### src/rtl/sevseg_scan_n.sv
// sevseg_scan_n -- N-digit time-multiplexed seven-segment display controller.
//
// Scans NUM_DIGITS hex digits onto one shared segment bus. Each digit gets a
// slot of REFRESH_DIV clocks. The first DEAD_CYCLES clocks of every slot are
// blanked to stop ghosting, and the rest of the slot drives that digit. The
// digit inputs are captured once per frame, so a change in the middle of a
// frame never tears the display. The sum of the captured digits is
// registered one clock after the frame starts.
//
// Optional feature: define SEVSEG_LZB_EN to enable leading-zero blanking.
// Digit 0 is never blanked, and slot timing and the sum are unaffected.
//
// Ports:
//   clk         in   system clock
//   reset       in   asynchronous reset, active low
//   digits      in   4*NUM_DIGITS; digit i = digits[4i+3:4i]
//   en          out  one-hot digit enables (polarity set by EN_ACTIVE_LOW)
//   seg         out  segments, seg[0]=a .. seg[6]=g (polarity set by SEG_ACTIVE_LOW)
//   sum         out  unsigned sum of the captured digits
//   frame_tick  out  one-clock pulse at each frame start
module sevseg_scan_n #(
  parameter int unsigned NUM_DIGITS     = 2,
  parameter int unsigned REFRESH_DIV    = 24000,
  parameter int unsigned DEAD_CYCLES    = 240,
  parameter bit          SEG_ACTIVE_LOW = 1'b1,
  parameter bit          EN_ACTIVE_LOW  = 1'b1,
  localparam int unsigned SUM_W = $clog2(15*NUM_DIGITS+1)
) (
  input  logic                    clk,
  input  logic                    reset,
  input  logic [4*NUM_DIGITS-1:0] digits,
  output logic [NUM_DIGITS-1:0]   en,
  output logic [6:0]              seg,
  output logic [SUM_W-1:0]        sum,
  output logic                    frame_tick
);

  localparam int unsigned PW = (REFRESH_DIV > 1) ? $clog2(REFRESH_DIV) : 1;
  localparam int unsigned IW = (NUM_DIGITS > 1) ? $clog2(NUM_DIGITS) : 1;
  localparam logic [PW-1:0] PRE_LAST = PW'(REFRESH_DIV - 1);
  localparam logic [IW-1:0] IDX_LAST = IW'(NUM_DIGITS - 1);
  localparam logic [6:0]    SEG_OFF  = SEG_ACTIVE_LOW ? 7'h7F : 7'h00;
  localparam logic [NUM_DIGITS-1:0] EN_OFF = EN_ACTIVE_LOW ? '1 : '0;

  typedef enum logic {BLANK, DRIVE} state_t;

  state_t                  state_q, state_d;
  logic [PW-1:0]           pre_q, pre_d;
  logic [IW-1:0]           idx_q, idx_d;
  logic [4*NUM_DIGITS-1:0] snap_q, snap_d;
  logic                    frame_start;
  logic [3:0]              dig [NUM_DIGITS];
  logic [NUM_DIGITS-1:0]   lzb;
  logic [NUM_DIGITS-1:0]   en_d;
  logic [6:0]              seg_d;
  logic [SUM_W-1:0]        sum_d;
`ifdef SEVSEG_LZB_EN
  logic                    upper_zero;
  int unsigned             di;
`endif

  function automatic logic [6:0] decode(input logic [3:0] v);
    logic [6:0] p;
    case (v)
      4'h0: p = 7'b1000000;
      4'h1: p = 7'b1111001;
      4'h2: p = 7'b0100100;
      4'h3: p = 7'b0110000;
      4'h4: p = 7'b0011001;
      4'h5: p = 7'b0010010;
      4'h6: p = 7'b0000010;
      4'h7: p = 7'b1111000;
      4'h8: p = 7'b0000000;
      4'h9: p = 7'b0010000;
      4'hA: p = 7'b0001000;
      4'hB: p = 7'b0000011;
      4'hC: p = 7'b1000110;
      4'hD: p = 7'b0100001;
      4'hE: p = 7'b0000110;
      default: p = 7'b0001110;
    endcase
    return SEG_ACTIVE_LOW ? p : ~p;
  endfunction

  // pre_q/idx_q name the slot position that the next clock edge moves into.
  // Every output is therefore registered from that position. A frame starts
  // when the scan moves into position 0 of digit 0. That edge also loads the
  // snapshot, so the new digit value is decoded straight from snap_d.
  always_comb begin
    frame_start = (pre_q == '0) && (idx_q == '0);
    snap_d      = frame_start ? digits : snap_q;
    pre_d       = (pre_q == PRE_LAST) ? '0 : pre_q + PW'(1);
    idx_d       = idx_q;
    if (pre_q == PRE_LAST) begin
      idx_d = (idx_q == IDX_LAST) ? '0 : idx_q + IW'(1);
    end
  end

  // State register.
  always_ff @(posedge clk or negedge reset) begin
    if (!reset) begin
      state_q <= BLANK;
    end else begin
      state_q <= state_d;
    end
  end

  // Next state. Each slot opens in BLANK unless DEAD_CYCLES is zero.
  always_comb begin
    state_d = state_q;
    case (state_q)
      BLANK:   if (int'(pre_q) >= int'(DEAD_CYCLES)) state_d = DRIVE;
      DRIVE:   if ((pre_q == '0) && (DEAD_CYCLES != 0)) state_d = BLANK;
      default: state_d = BLANK;
    endcase
  end

  // Output decode for the position being entered.
  always_comb begin
    for (int unsigned i = 0; i < NUM_DIGITS; i++) begin
      dig[i] = snap_d[4*i +: 4];
    end
    lzb = '0;
`ifdef SEVSEG_LZB_EN
    upper_zero = 1'b1;
    di         = 0;
    for (int unsigned k = 0; k + 1 < NUM_DIGITS; k++) begin
      di         = NUM_DIGITS - 1 - k;
      upper_zero = upper_zero && (dig[di] == 4'h0);
      lzb[di]    = upper_zero;
    end
`endif
    en_d  = EN_OFF;
    seg_d = SEG_OFF;
    if ((state_d == DRIVE) && !lzb[idx_q]) begin
      en_d  = EN_OFF ^ (NUM_DIGITS'(1) << idx_q);
      seg_d = decode(dig[idx_q]);
    end
  end

  always_comb begin
    sum_d = '0;
    for (int unsigned i = 0; i < NUM_DIGITS; i++) begin
      sum_d = sum_d + SUM_W'(snap_q[4*i +: 4]);
    end
  end

  // Counters, snapshot and registered outputs.
  always_ff @(posedge clk or negedge reset) begin
    if (!reset) begin
      pre_q      <= '0;
      idx_q      <= '0;
      snap_q     <= '0;
      en         <= EN_OFF;
      seg        <= SEG_OFF;
      sum        <= '0;
      frame_tick <= 1'b0;
    end else begin
      pre_q      <= pre_d;
      idx_q      <= idx_d;
      snap_q     <= snap_d;
      en         <= en_d;
      seg        <= seg_d;
      sum        <= sum_d;
      frame_tick <= frame_start;
    end
  end

endmodule

### config.mk
export PLATFORM = sky130hd
export DESIGN_NAME = sevseg_scan_n
export DESIGN_NICKNAME = d
export VERILOG_FILES = /design/src/rtl/sevseg_scan_n.sv
export SDC_FILE = /design/constraint.sdc
export NUM_CORES = 1
export LEC_CHECK = 0
export ABC_CLOCK_PERIOD_IN_PS = 3100
export BUFFER_PORTS_ARGS = -buffer_cell sky130_fd_sc_hd__buf_2
export CORE_MARGIN = 5
export CORE_UTILIZATION = 52
export DETAILED_ROUTE_END_ITERATION = 10
export GPL_ROUTABILITY_DRIVEN = 0
export PLACE_DENSITY = 0.75
export REMOVE_ABC_BUFFERS = 1
export SLEW_MARGIN = 0
export SYNTH_ARGS = -nofsm -noshare
export SYNTH_HDL_FRONTEND = slang
export SYNTH_SLANG_ARGS = --single-unit
### constraint.sdc
create_clock -name clk -period 3.1 [get_ports clk]
set_input_delay 0.155 -clock clk [delete_from_list [all_inputs] [get_ports clk]]
set_output_delay 0.155 -clock clk [all_outputs]
set_load 0.05 [all_outputs]
Yosys cells after proc, flatten, opt, wreduce, memory -nomap -nowiden:

Memories as Yosys holds them, arrays and structs flattened.
Index checks and enable logic that the tools add are counted.

* magnitude comparators: 3
* muxes and demuxes: 12
* shift-type cells: 1
* reduce and logical (&&, ||, !) cells: 4
* add/sub/neg operators: 3
* equal/unequal tests: 1
* bitwise logic cells: 4

Operators by type and width (count)
* 15-bit by 1-bit adder with 15-bit output, second input constant: 1
* 15-bit == test, second input constant: 1
* 15-bit by 8-bit >= comparator with 1-bit output, second input constant: 1
* 15-bit logical NOT: 1
* 15-bit 2-to-1 mux: 1
* 4-bit 2-to-1 mux: 3
* 8-bit 2-to-1 mux: 1
* 7-bit 2-to-1 mux: 1
* 4-bit by 4-bit adder with 5-bit output: 1
* 1-bit 2-to-1 mux: 4
* 2-bit >= comparator, second input constant: 1
* 1-bit logical AND: 2
* 1-bit by 2-bit less-than comparator with 1-bit output, second input constant: 1
* 2-bit 2-to-1 mux: 1
* 1-bit inverter: 2
* 1-bit inverter with 2-bit output: 1
* 2-bit inverter: 1
* 1-bit one-hot mux with 2 select lines: 1
* 1-bit by 1-bit << shifter with 2-bit output, first input constant: 1
* 1-bit adder, second input constant: 1
* 1-bit logical NOT: 1

* bits of input ports: 10
* register bits after elaboration: 40
* memories: 1
* output and inout port bits: 15
* word-level logic and storage cells: 37
* bits in read-only memories: 112

Memory list
* (no name shown): words 16, width 7, read ports 1, clocked after memory_dff 0, write ports 0, RTL line 64 `case (v)`

Longest topological paths before layout:

Gate-level depths: netlist of the first run.
An unclocked memory read counts as a cell.

* depth after elaboration: 8
* depth in mapped cells: 12
* depth with buffers taken out: 11

Worst setup path after synthesis of the first run:

No wires, ideal clock.

* kind: flip-flop to flip-flop
* start point: reg pre_q[0]
* end point: reg seg[3]
* path slack: 0.041 ns
* data required time: 3.023 ns
* arrival time: 2.982 ns
* clock period less this slack: 3.059 ns
* cell stages (with the launch flop): 13
* library setup time: 0.077 ns
* path buffers: 1
* path through: dfrtp_1 > inv_1 > ha_1 > or4b_1 > buf_2 > nor4_4 > mux2_2 > mux2_2 > inv_1 > ha_1 > o21ai_0 > o21ai_0 > a31oi_1

* longest elaborated chain between the ends: 8
* elaborated cells on any way between the ends: 13
* classes of those cells: order compare: 1; mux: 8; reduce/logical: 3; memory: 1

RTL lines
* from (decl): RTL line 48 `logic [PW-1:0] pre_q, pre_d;`
* from (signal assigned): RTL line 159 `pre_q <= pre_d;`
* 15-bit logical NOT: RTL line 90 `frame_start = (pre_q == '0) && (idx_q == '0);`
* 1-bit logical AND: RTL line 90
* 8-bit 2-to-1 mux: RTL line 91 `snap_d = frame_start ? digits : snap_q;`
* via snap_d[1]: RTL line 50 `logic [4*NUM_DIGITS-1:0] snap_q, snap_d;`
* 4-bit 2-to-1 mux (implied by the code) (3 in series): RTL line 137 `seg_d = decode(dig[idx_q]);`
* memory 16 x 7 bit
* 7-bit 2-to-1 mux: RTL line 135 `if ((state_d == DRIVE) && !lzb[idx_q]) begin`
* via seg_d[3]: RTL line 55 `logic [6:0] seg_d;`
* to (signal assigned): RTL line 163 `seg <= seg_d;`
* to (decl): RTL line 33 `output logic [6:0] seg,`

The timed path passes the listed nets, and every way through them passes these cells. The select of a mux whose other input is x is not followed.
A chain may end at the register's enable or synchronous reset.

Final worst setup path of the first run:

Ends and elaborated chain as after synthesis.

==> results of run 1 <==
per-stage QoR:
stage | hold slack, ns | instances | total power, mW
finish | -0.0149 | 277 | 1.12
global route | 0.0586 | 277 | 1.17
CTS | 0.00988 | 277 | 1.13
detailed placement | 0.326 | 269 | 0.672
global placement | 0.323 | 269 | 0.668
floorplan | -0.141 | 191 | 0.632
timing repair:
action	in CTS	in global routing
setup endpoints to repair	0	1
resized for setup	0	1
hold buffers	0	0
cells in the mapped netlist, types with 3 or more instances:
library cell	n
dfrtp_1	31
o221ai_1	4
nand2_1	17
ha_1	12
a21oi_1	3
o21ai_0	9
mux2i_1	3
inv_1	11
nor3_1	6
nand3_1	6
or4_1	4
dfstp_2	9
xnor2_1	7
xor2_1	7
nor2_1	18
clkbuf_1	4
nand4_1	3
or3_1	4
mux2_2	7
routing by layer:
layer  vias up  share of wire
met2        37           0.45
li1        748              -
met4         0          0.014
met5         -              0
met1       730           0.50
met3         5          0.044
layout by cell type (no fill, tap or decap), types with 3 or more instances in the layout:
| cell | Yosys | layout |
|---|---|---|
| nand4_1 | 3 | 3 |
| a21oi_1 | 3 | 3 |
| ha_1 | 12 | 11 |
| mux2i_1 | 3 | 3 |
| buf_4 | 0 | 4 |
| nor3_1 | 6 | 6 |
| inv_1 | 11 | 11 |
| or4_1 | 4 | 4 |
| clkbuf_8 | 0 | 7 |
| xnor2_1 | 7 | 7 |
| dfrtp_1 | 31 | 31 |
| o21ai_0 | 9 | 9 |
| or3_1 | 4 | 4 |
| xor2_1 | 7 | 7 |
| dfstp_2 | 9 | 9 |
| mux2_2 | 7 | 7 |
| nand3_1 | 6 | 6 |
| nand2_1 | 17 | 17 |
| nor2_1 | 18 | 18 |
| o221ai_1 | 4 | 4 |
| buf_2 | 2 | 24 |
power by group:
part	switching [mW]	internal, mW
Clock	0.175	0.284
Sequential	0.00697	0.537
Combinational	0.0811	0.0365
Total	0.264	0.858
path summary, 6_finish.rpt:
path | cells after the start | end | startpoint
worst max-delay path | 11 | seg[3] | pre_q[0]
worst min-delay path | 1 | snap_q[2] | reset
worst max register to register | 11 | seg[3] | pre_q[0]
worst min register to register | 1 | pre_q[0] | pre_q[0]
max in group asynchronous | 1 | pre_q[10] | reset
min in group clk | 3 | snap_q[5] | digits[5]
cell type report:
class / instances / area (um2)
repair buffers: 28 / 150
clock buffers: 7 / 96.3
clock inverters: 1 / 30.0
multi-input cells: 139 / 998
well taps: 50 / 62.6
inverters: 12 / 45.0
fillers: 332 / 1550
flip-flops and latches: 40 / 1010
cell families (layout without fill, tap and decap cells):
group	Yosys count	count (layout)	synth area share
XOR/XNOR	14	14	0.0590
AND/OR/NAND/NOR	73	73	0.185
flip-flops	40	40	0.487
adder cells (fa/ha/maj)	13	13	0.0819
AO/OA/AOI/OAI	29	29	0.101
buffers and inverters	18	48	0.0337
multiplexers	10	10	0.0524
sequential cells by signal, indices dropped and copies added (netlist names):
register	count
idx_q	1
snap_q	8
seg	7
pre_q	15
frame_tick	1
en	2
state_q	1
sum	5
==> reports/results.ini, run 1 <==
[clock_network]
cts_buffers=5
cts.htree.levels=2
root_buffer=clkbuf_8
path_clk_slew_ns=0.08
postCtsSetupBuffers=0
cts_tree=built
clock_sinks=40
clk_path_buf_depth=2
clkLatencyLatePin_ns=0.29

[sta]
fin_crit_sh=0.949
fmax_mhz=340
finClkSkew_ns=0.0127
tns_ns=0
maxSlewHeadroom=0.413
final_max_slew_viol_count=0
setup_viol=0
setup_ws_ns=0.159
grt_setup_unrepaired=no
holdWs_ns=-0.0149
timing.final.crit_period_ns=2.94
tightestPinTransition_ns=0.881
hold_violations=14

[worst_setup_path]
cpMaxStageDelayCell=or4b_1
endpoint_kind=flop
critPathMaxStageDelay_ns=0.50
worst_path_dominant_cell_family=simple AND/OR/NAND/NOR gates
worst_ep_arrival_time_ns=3.16
reg2reg_setup_slack_ns=0.16
crit_chain=inv_1 -> ha_1 -> or4b_1 -> nor4_4 -> mux2_2 -> mux2_2 -> inv_1 -> ha_1 -> o21ai_0 -> o21ai_0 -> a31oi_1
criticalPathCategory=flop to flop
cp.required_ns=3.32
crit_fanout=6
worst-path-buf-inv=2
cp-start-kind=flop

[die]
rows=23
io_pins=25
dieArea_um2=5360
initial_utilization=0.527
die_h_um=73.2
chipWidth_um=73.2
core_area_um2=3940

[logic_synthesis]
synth_ff_type=dfrtp_1
yosysWarnings=0
yosysTopAreaCell=dfrtp_1
synth-async-reset-ratio=1.00
ys_ff_latch=40
synthCells=197
netlist_top_cells_area=dfrtp_1 (37%), dfstp_2 (11%), ha_1 (7.2%), mux2_2 (3.8%), nor2_1 (3.3%)
synth-edff-count=0
synth_top_area_frac=0.373
syn_area_um2=2080
avgSynthCellArea_um2=10.5
ys_types=46
synth_seq_area_share=0.487

[global_route]
grt_pass1_vias=1503
overflow=0
antenna_found_initial=0
grt.busiest_layer=met2
use_met3=0.0303
use_met1=0.245
grtUsageMet2=0.251
grt_first_pass_wirelength_mm=6.98
track_usage=0.170
grt_max_degree=41

[place]
portBuffers=24
dp_slack_ns=0.163
placed_area_um2=2270
dp_hpwl_mm=3.03

[drt]
drt-initial-drc-count=91
drc_errors=0
final_antenna_net_count=0
drt_pass1_iterations=4
wire_per_inst_um=14.9
wl_mm=4.14
vias=1520
vias_per_cell=5.49

[hold_path]
hold_class=primary input to async pin

[finish]
fin_util=0.607
finalInstanceArea_um2=2390
nets=249
syn_to_final_growth_pct=15.2
diodes=0
drive_gt1_frac=0.260

[pwr]
p_per_area_nw_per_um2=468
p_leak_nw=1.08
vdd_drop_max_mv=0.266

[job]
drv_cap=0

[run_status]
violations=negative hold slack
status=finished, violations left

Power figures use the tool's default switching activity.
==> run 2: changes to the inputs <==
- BUFFER_PORTS_ARGS: -buffer_cell sky130_fd_sc_hd__buf_2 -> unset
- CORE_UTILIZATION: 52 -> 56
- DONT_BUFFER_PORTS: unset -> 1
- PLACE_DENSITY: 0.75 -> 0.74
==> reports/results.ini, run 2 (synthesized netlist as in run 1, its figures left out) <==
[finish]
final_cell_mix=dfrtp_1 (31), nor2_1 (18), nand2_1 (17)
largest_reg_flops=15
multiInputGateArea_um2=1000
reg.largest.list=pre_q x15, snap_q x8, seg x7
fill_cells=293
nets=231
drive_gt1_frac=0.172
seqCellArea_um2=1010
diodes=0
syn_to_final_growth_pct=10.7
regMostFlops=pre_q
layout_commonest_cell=dfrtp_1

[worst_setup_path]
criticalPathCategory=flop to flop
endpoint_kind=flop
cpMaxStageDelayCell=or4b_4
crit_fanout=6
r2r-start=pre_q[1]
cp-start-kind=flop
critPathMaxStageDelay_ns=0.48
crit_chain=inv_1 -> ha_1 -> or4b_4 -> nor4_4 -> mux2_2 -> mux2_2 -> inv_1 -> ha_1 -> o21ai_0 -> o21ai_0 -> a31oi_1
cp.required_ns=3.32
worst_ep_arrival_time_ns=3.14
worstSetupStartpoint=pre_q[1]

[sta]
tightestPinTransition_ns=0.718
hold_violations=0
timing.final.crit_period_ns=2.93
grt_setup_unrepaired=no
holdWs_ns=0.0142
fmax_mhz=342
fin_crit_sh=0.944
finClkSkew_ns=0.0127
final_max_slew_viol_count=0
maxSlewHeadroom=0.519
tns_ns=0
setup_viol=0

[clock_network]
cts.htree.levels=2
root_buffer=clkbuf_8
cts_tree=built
cts_buffers=5
path_clk_slew_ns=0.08
clock_sinks=40
clk_path_buf_depth=2
clkLatencyLatePin_ns=0.30

[pwr]
pwr-share-seq=0.593
p_clk_frac=0.334
switching_share=0.261
p_sw_mw=0.256
vdd_drop_max_mv=0.305
p_comb_frac=0.073
p_int_mw=0.726
p_leak_nw=1.01
p_per_area_nw_per_um2=427

[drt]
drc_errors=0
vias_per_cell=5.63
vias=1448
wire_per_inst_um=15.2
drt-initial-drc-count=158
drt_pass1_iterations=4
final_antenna_net_count=0
wl_mm=3.90

[die]
initial_utilization=0.572
chipWidth_um=70.9
dieArea_um2=5030
io_pins=25
core_area_um2=3630
rows=22
die_h_um=70.9

[global_route]
grt_pass1_vias=1480
antenna_found_initial=0
overflow=0
track_usage=0.175
grt_max_degree=41
grt_first_pass_wirelength_mm=6.93

[run_status]
status=complete, no violations

[place]
dp_hpwl_mm=2.85
portBuffers=0

[hold_path]
min_from=digits[6]
hold_class=primary input to flop

[job]
drv_cap=0

==> run 2: area by class of cell <==
class | count | share of cell area
clock buffer | 7 | 0.0332
sequential | 40 | 0.440
tap | 48 | 0.0261
multi-input combinational | 139 | 0.436
timing repair buffer | 10 | 0.0424
inverter | 12 | 0.0196
clock inverter | 1 | 0.00218
==> run 2: per-stage QoR <==
step / cells / utilization / total power, mW / area (um2) / setup WS [ns]
after floorplan: 191 / - / 0.632 / 2050 / 0.0354
final: 257 / 0.633 / 0.981 / 2300 / 0.175
after detailed placement: 243 / 0.590 / 0.646 / 2140 / 0.165
after global routing: 257 / 0.633 / 1.03 / 2300 / 0.0260
after global placement: 243 / 0.590 / 0.643 / 2140 / 0.227
after CTS: 253 / 0.621 / 0.984 / 2250 / 0.144
==> run 2: power by group through the flow <==
stage	clock network [mW]	registers [mW]	logic [mW]
finish	0.328	0.582	0.0714
global route	0.366	0.583	0.0828
CTS	0.333	0.582	0.0692
detailed placement	0	0.592	0.0542
global placement	0	0.591	0.0516
floorplan	0	0.588	0.0448
==> run 2: routing by layer <==
layer  wire (um)  GRT usage
met5           0          0
met4          47     0.0522
met3         221     0.0639
met2        1770      0.264
met1        1860      0.238
==> run 2: repair_timing <==
| item | in CTS | in global routing |
|---|---|---|
| setup endpoints to repair | 0 | 3 |
| hold buffers | 2 | 3 |
| resized for setup | 0 | 2 |
| endpoints found under the hold margin | 40 | 3 |
| setup buffers | 0 | 1 |
==> run 2: final timing paths <==
path	endpoint	slack (ns)	cells after the start
worst max-delay path	seg[3]	0.17	11
worst min-delay path	snap_q[6]	0.01	1
worst max register to register	seg[3]	0.17	11
worst min register to register	pre_q[9]	0.52	1
max in group asynchronous	en[0]	2.53	2
min in group asynchronous	sum[1]	0.32	2
==> run 2: worst max-delay path: cells and delay by family, from the launching register on <==
family | cells | cell delay (ns)
DFF | 1 | 0.41
buffers and inverters | 2 | 0.19
and+or+nand+nor | 2 | 0.79
adders and majority gates | 2 | 0.39
AOI/OAI and AO/OA | 3 | 0.37
muxes | 2 | 0.72
